File: src/rtl/load_align_unit_if.sv
// load_align_unit_if: bundles the load request, memory read port and result
// signals of load_align_unit.
//   ld_valid/ld_ready/ld_addr/ld_op : load request from M-stage
//   mem_req/mem_addr/mem_ack/mem_rdata : word-aligned data-memory read port
//   res_valid/res_data : extended result strobe toward W-stage
// slave  = the load unit itself, master = requester + memory model.
interface load_align_unit_if #(
  parameter int DW = 32,
  parameter int AW = 32
);
  logic          ld_valid;
  logic          ld_ready;
  logic [AW-1:0] ld_addr;
  logic [2:0]    ld_op;
  logic          mem_req;
  logic [AW-1:0] mem_addr;
  logic          mem_ack;
  logic [DW-1:0] mem_rdata;
  logic          res_valid;
  logic [DW-1:0] res_data;

  modport slave (
    input  ld_valid, ld_addr, ld_op, mem_ack, mem_rdata,
    output ld_ready, mem_req, mem_addr, res_valid, res_data
  );

  modport master (
    output ld_valid, ld_addr, ld_op, mem_ack, mem_rdata,
    input  ld_ready, mem_req, mem_addr, res_valid, res_data
  );
endinterface

File: src/rtl/load_align_unit.sv
// load_align_unit: multi-cycle load-data unit. Issues word-aligned reads,
// splits boundary-crossing half/word loads into two beats, then selects,
// aligns and zero/sign-extends the addressed bytes (little-endian lanes).
//   i_clk : clock, rising edge
//   i_rst : asynchronous active-high reset
//   bus   : load_align_unit_if.slave (request, memory port, result)
module load_align_unit #(
  parameter int DW = 32,
  parameter int AW = 32
) (
  input  logic              i_clk,
  input  logic              i_rst,
  load_align_unit_if.slave  bus
);
  localparam int NB = DW / 8;         // bytes per bus word
  localparam int OW = $clog2(NB);     // byte-offset width
  localparam int SW = OW + 2;         // wide enough for off + size

  typedef enum logic [1:0] {S_IDLE, S_BEAT0, S_BEAT1, S_DONE} state_t;

  state_t        r_state;
  logic [AW-1:0] r_addr;      // aligned address of first beat
  logic [AW-1:0] r_mem_addr;
  logic [2:0]    r_op;
  logic [OW-1:0] r_off;
  logic          r_split;
  logic [DW-1:0] r_lo;
  logic [DW-1:0] r_hi;
  logic          r_ld_ready;
  logic          r_mem_req;
  logic          r_res_valid;

  logic [OW-1:0] w_off;
  logic [SW-1:0] w_size;
  logic          w_split;
  logic [AW-1:0] w_aligned;
  logic [DW-1:0] w_win;
  logic [DW-1:0] w_res;

  // Request decode, used only on the accept edge.
  always_comb begin
    w_off = bus.ld_addr[OW-1:0];
    case (bus.ld_op)
      3'd1, 3'd2: w_size = SW'(1);
      3'd3, 3'd4: w_size = SW'(2);
      default:    w_size = SW'(NB);
    endcase
    w_split   = ({2'b00, w_off} + w_size) > SW'(NB);
    w_aligned = {bus.ld_addr[AW-1:OW], {OW{1'b0}}};
  end

  // Byte window starting at the load offset; hi_buf is zero for unsplit loads.
  always_comb begin
    w_win = DW'({r_hi, r_lo} >> {r_off, 3'b000});
    case (r_op)
      3'd1:    w_res = {{(DW-8){1'b0}},      w_win[7:0]};
      3'd2:    w_res = {{(DW-8){w_win[7]}},  w_win[7:0]};
      3'd3:    w_res = {{(DW-16){1'b0}},     w_win[15:0]};
      3'd4:    w_res = {{(DW-16){w_win[15]}}, w_win[15:0]};
      default: w_res = w_win;
    endcase
  end

  always_ff @(posedge i_clk or posedge i_rst) begin
    if (i_rst) begin
      r_state     <= S_IDLE;
      r_addr      <= '0;
      r_mem_addr  <= '0;
      r_op        <= '0;
      r_off       <= '0;
      r_split     <= 1'b0;
      r_lo        <= '0;
      r_hi        <= '0;
      r_ld_ready  <= 1'b1;
      r_mem_req   <= 1'b0;
      r_res_valid <= 1'b0;
    end else begin
      case (r_state)
        S_IDLE: begin
          if (bus.ld_valid) begin
            r_addr     <= w_aligned;
            r_mem_addr <= w_aligned;
            r_op       <= bus.ld_op;
            r_off      <= w_off;
            r_split    <= w_split;
            r_hi       <= '0;
            r_ld_ready <= 1'b0;
            r_mem_req  <= 1'b1;
            r_state    <= S_BEAT0;
          end
        end
        S_BEAT0: begin
          if (bus.mem_ack) begin
            r_lo <= bus.mem_rdata;
            if (r_split) begin
              r_mem_addr <= r_addr + AW'(NB);   // wraps modulo 2^AW
              r_state    <= S_BEAT1;
            end else begin
              r_mem_req   <= 1'b0;
              r_res_valid <= 1'b1;
              r_state     <= S_DONE;
            end
          end
        end
        S_BEAT1: begin
          if (bus.mem_ack) begin
            r_hi        <= bus.mem_rdata;
            r_mem_req   <= 1'b0;
            r_res_valid <= 1'b1;
            r_state     <= S_DONE;
          end
        end
        default: begin // S_DONE
          r_res_valid <= 1'b0;
          r_ld_ready  <= 1'b1;
          r_state     <= S_IDLE;
        end
      endcase
    end
  end

  assign bus.ld_ready  = r_ld_ready;
  assign bus.mem_req   = r_mem_req;
  assign bus.mem_addr  = r_mem_addr;
  assign bus.res_valid = r_res_valid;
  assign bus.res_data  = w_res;
endmodule

File: src/flat_wrapper.sv
// flat-port wrapper written by rule: the top's interface ports become plain ports
module load_align_unit_flat 
#(
  parameter int DW = 32,
  parameter int AW = 32
)
  (i_clk, i_rst, bus_ld_valid, bus_ld_addr, bus_ld_op, bus_mem_ack, bus_mem_rdata, bus_ld_ready, bus_mem_req, bus_mem_addr, bus_res_valid, bus_res_data);
  load_align_unit_if #(.DW(DW), .AW(AW)) bus_i ();
  input  logic i_clk;
  input  logic i_rst;
  input wire logic [$bits(bus_i.ld_valid)-1:0] bus_ld_valid;
  input wire logic [$bits(bus_i.ld_addr)-1:0] bus_ld_addr;
  input wire logic [$bits(bus_i.ld_op)-1:0] bus_ld_op;
  input wire logic [$bits(bus_i.mem_ack)-1:0] bus_mem_ack;
  input wire logic [$bits(bus_i.mem_rdata)-1:0] bus_mem_rdata;
  output wire logic [$bits(bus_i.ld_ready)-1:0] bus_ld_ready;
  output wire logic [$bits(bus_i.mem_req)-1:0] bus_mem_req;
  output wire logic [$bits(bus_i.mem_addr)-1:0] bus_mem_addr;
  output wire logic [$bits(bus_i.res_valid)-1:0] bus_res_valid;
  output wire logic [$bits(bus_i.res_data)-1:0] bus_res_data;
  assign bus_i.ld_valid = bus_ld_valid;
  assign bus_i.ld_addr = bus_ld_addr;
  assign bus_i.ld_op = bus_ld_op;
  assign bus_i.mem_ack = bus_mem_ack;
  assign bus_i.mem_rdata = bus_mem_rdata;
  assign bus_ld_ready = bus_i.ld_ready;
  assign bus_mem_req = bus_i.mem_req;
  assign bus_mem_addr = bus_i.mem_addr;
  assign bus_res_valid = bus_i.res_valid;
  assign bus_res_data = bus_i.res_data;
  load_align_unit #(.DW(DW), .AW(AW)) u_core (.i_clk(i_clk), .i_rst(i_rst), .bus(bus_i));
endmodule
File: config.mk
export PLATFORM = sky130hd
export DESIGN_NAME = load_align_unit_flat
export DESIGN_NICKNAME = d
export VERILOG_FILES = /design/src/rtl/load_align_unit_if.sv /design/src/rtl/load_align_unit.sv /design/src/flat_wrapper.sv
export SDC_FILE = /design/constraint.sdc
export NUM_CORES = 1
export LEC_CHECK = 0
export BUFFER_PORTS_ARGS = -buffer_cell sky130_fd_sc_hd__buf_2
export CORE_ASPECT_RATIO = 0.75
export CORE_MARGIN = 2
export CORE_UTILIZATION = 30
export CTS_CLUSTER_DIAMETER = 120
export DETAILED_ROUTE_END_ITERATION = 12
export GPL_TIMING_DRIVEN = 0
export PLACE_DENSITY = 0.49
export SLEW_MARGIN = 20
export SYNTH_ARGS = -nofsm -noshare
export SYNTH_HDL_FRONTEND = slang
export SYNTH_SLANG_ARGS = --single-unit
File: constraint.sdc
create_clock -name i_clk -period 3.85 [get_ports i_clk]
set_input_delay 0.77 -clock i_clk [delete_from_list [all_inputs] [get_ports i_clk]]
set_output_delay 0.77 -clock i_clk [all_outputs]
set_load 0.02 [all_outputs]
==> flow_summary_export.csv <==
group,metric,value,unit
timing,slew_viol_final,0,
yosys,synth_edf_count,0,
setup_path,r2r_end,"u_core.r_hi[1]$_DFFE_PP0P_",
power,leakagePower,3.90,nW
timing,finalSetupViolations,0,
clock_network,post_cts_buffers,0,
yosys,synth_cell_types,44,
routing,routed_via_density,4.90,
final_layout,stdcell_count,1128,
power,pwr-share-seq,0.300,
power,p_comb_frac,0.521,
grt,grt_max_degree,31,
clock_network,cts_tree,"built",
final_layout,fin_util,0.384,
grt,grt_pass1_wl,32800,um
timing,finalSetupTns,0,ns
yosys,synth-seq-area-share,0.466,
power,p_switching,4.03,mW
yosys,ys_ff_latch,127,
grt,overflow,0,
clock_network,cts_buffers,17,
power,power_switching_share,0.463,
setup_path,critPathCaptureType,"output port",
routing,drtIter0Drc,317,
floorplanning,die_height,135,um
floorplanning,die_w,178,um
yosys,synth_top_area_share,0.462,
routing,num_vias,5526,
power,intPower,4.67,mW
floorplanning,start_util,0.307,
setup_path,reg2reg_from,"u_core.r_state[0]$_DFFE_PP0P_",
setup_path,startpoint_type,"flip-flop",
timing,period_needed,3.46,ns
power,powerDensity,1020,nW/um^2
yosys,async_flop_share,1.00,
final_layout,fillers,2270,
placed_design,place_congestion,0.821,
routing,ant_nets,0,
floorplanning,die_area,24000,um^2
yosys,yosys_warnings,0,
clock_network,clockRootBuffer,"clkbuf_16",
grt,gr-usage-all-layers,0.182,
yosys,synth_top_area_cell,"dfrtp_1",
timing,hold_viol,0,
yosys,ys.flop_type,"dfrtp_1",
flow_run,cap_violations,0,
placed_design,dp_cells,1094,
placed_design,hpwlAfterDp,15200,um
yosys,ys_top_cells_by_area,"dfrtp_1 (46%), mux2_2 (13%), nand2_1 (5.1%)",
clock_network,htree_levels,4,
timing,fmax,289,MHz
setup_path,cp.required,3.08,ns
setup_path,rrSetupSlack,1.31,ns
clock_network,cts_sinks,127,
yosys,syn-cell-area,6830,um^2
grt,grt_pass1_vias,5583,
timing,slew-limit-headroom,0.402,
power,p_clk_frac,0.179,
setup_path,r2r_cells,8,
clock_network,max-clock-path-buffers,2,
yosys,synthCells,660,
timing,period_share,0.899,
clock_network,post_cts_resize_count,0,
routing,drt-total-wl,20800,um
setup_path,critPathArrivalTime,2.69,ns
placed_design,io_buffers,135,
yosys,synth_most_common_cell,"dfrtp_1",
clock_network,postCtsHoldBufs,0,
floorplanning,row_count,47,
run_status,outcome,"completed",
final_layout,area_growth_syn_to_layout,24.9,%
setup_path,worstSetupPathType,"flip-flop to output port",
timing,rsz0062_at_grt,"no",
timing,tightest_slew,0.898,ns
routing,drc,0,
routing,firstDrtPassIters,4,
clock_network,insertion_delay,0.43,ns
grt,antenna_found_initial,3,
routing,wl_per_cell,18.5,um
power,ir_drop,0.535,mV
hold_path,hold_class,"input pin to async pin",
final_layout,drive_gt1_frac,0.337,
floorplanning,core_area,22200,um^2
clock_network,clk_pin_slew_worst_paths,0.06,ns
setup_path,worstPathMaxFanout,10,
final_layout,fin_nets,898,
timing,fin_skew,0.0105,ns
yosys,avgSynthCellArea,10.3,um^2
floorplanning,io_pins,138,
yosys,synthTopCellsByCount,"dfrtp_1 (126), nand2_1 (93), mux2_2 (77)",
-- logic make-up (layout without fill, tap and decap cells) --
| family | Yosys count | count (layout) | synth area share |
|---|---|---|---|
| AO/OA/AOI/OAI | 119 | 119 | 0.0990 |
| XOR/XNOR | 29 | 29 | 0.0372 |
| adder cells (fa/ha/maj) | 8 | 8 | 0.0158 |
| buffers and inverters | 53 | 224 | 0.0319 |
| flip-flops | 127 | 127 | 0.466 |
| multiplexers | 108 | 108 | 0.187 |
| other | 1 | 4 | 0.000549 |
| AND/OR/NAND/NOR | 215 | 215 | 0.163 |
-- worst max path at each step --
| stage | startpoint | endpoint | slack, ns | cells after the start |
|---|---|---|---|---|
| final | u_core.r_off[1]$_DFFE_PP0P_ | bus_res_data[28] | 0.39 | 8 |
| after detailed placement | u_core.r_off[1]$_DFFE_PP0P_ | bus_res_data[31] | 0.89 | 8 |
| after global placement | i_rst | u_core.bus.mem_addr[22]$_DFFE_PP0P_ | 0.43 | 2 |
| after global routing | u_core.r_off[1]$_DFFE_PP0P_ | bus_res_data[28] | 0.29 | 8 |
| after CTS | u_core.r_off[1]$_DFFE_PP0P_ | bus_res_data[31] | 0.44 | 8 |
| after floorplan | u_core.r_off[1]$_DFFE_PP0P_ | bus_res_data[16] | 1.24 | 6 |
-- state kept, by name (all words and copies together), names as in the netlist --
register              cells
u_core.r_lo              32
u_core.bus.mem_addr      30
u_core.r_addr            30
u_core.r_hi              24
u_core.r_op               3
u_core.r_off              2
u_core.r_state            2
u_core.bus.ld_ready       1
u_core.bus.mem_req        1
u_core.bus.res_valid      1
u_core.r_split            1
-- stage by stage --
stage / cell area (um^2) / setup slack, ns / hold slack (ns) / total power [mW]
2_1_floorplan: 6830 / 1.24 / 0.433 / 5.59
3_3_place_gp: 7880 / 0.428 / 0.450 / 7.12
3_5_place_dp: 7970 / 0.892 / 0.451 / 7.15
4_1_cts: 8520 / 0.437 / 0.466 / 8.74
5_1_grt: 8520 / 0.291 / 0.500 / 9.31
6_report: 8530 / 0.389 / 0.457 / 8.70
-- placed cells by master, fill, tap and decap left out, drive strengths merged, types with 3 or more instances in the layout --
master and instances:
a211oi 8, a211o 8, mux2i 23, o21a 3
o21ai 65, nor3b 19, and3 8, inv 11
nand4 9, xnor2 11, nand2 93, dfrtp 126
xor2 18, mux4 8, clkinvlp 5, buf 157
clkinv 6, nor2 22, nand3 39, nor2b 11
mux2 77, a21oi 31, nor4 4, clkbuf 44
ha 7
-- critical path, cell delays in order, from the launching register on --
cell and delay, ns:
dfrtp_1 0.38, buf_2 0.29, buf_2 0.34, buf_2 0.42, mux2i_1 0.27, nand2_1 0.08
o21ai_0 0.16, o21ai_0 0.14, buf_2 0.18
-- final cells by class --
cell class | instances | area [um^2] | share of cell area
clock inverters | 13 | 115 | 0.0135
repair buffers | 139 | 763 | 0.0895
flip-flops and latches | 127 | 3180 | 0.373
plain buffers | 43 | 180 | 0.0211
inverters | 10 | 41.3 | 0.00484
clock buffers | 19 | 443 | 0.0519
diodes | 2 | 5.00 | 0.000587
well taps | 294 | 368 | 0.0431
multi-input cells | 481 | 3430 | 0.403
-- power groups by stage --
stage	logic, mW	registers (mW)	clock network [mW]
after global placement	4.51	2.61	0
final	4.53	2.61	1.56
after floorplan	2.97	2.62	0
after CTS	4.56	2.60	1.59
after global routing	4.95	2.70	1.65
after detailed placement	4.54	2.61	0
-- layer usage --
metal	routed length [um]	GRT usage	up-vias
li1	-	-	2655
met1	10900	0.278	2702
met2	8550	0.249	141
met3	1030	0.0397	28
met4	380	0.0637	0
met5	0	0	-
(Power assumes the default switching activity.)
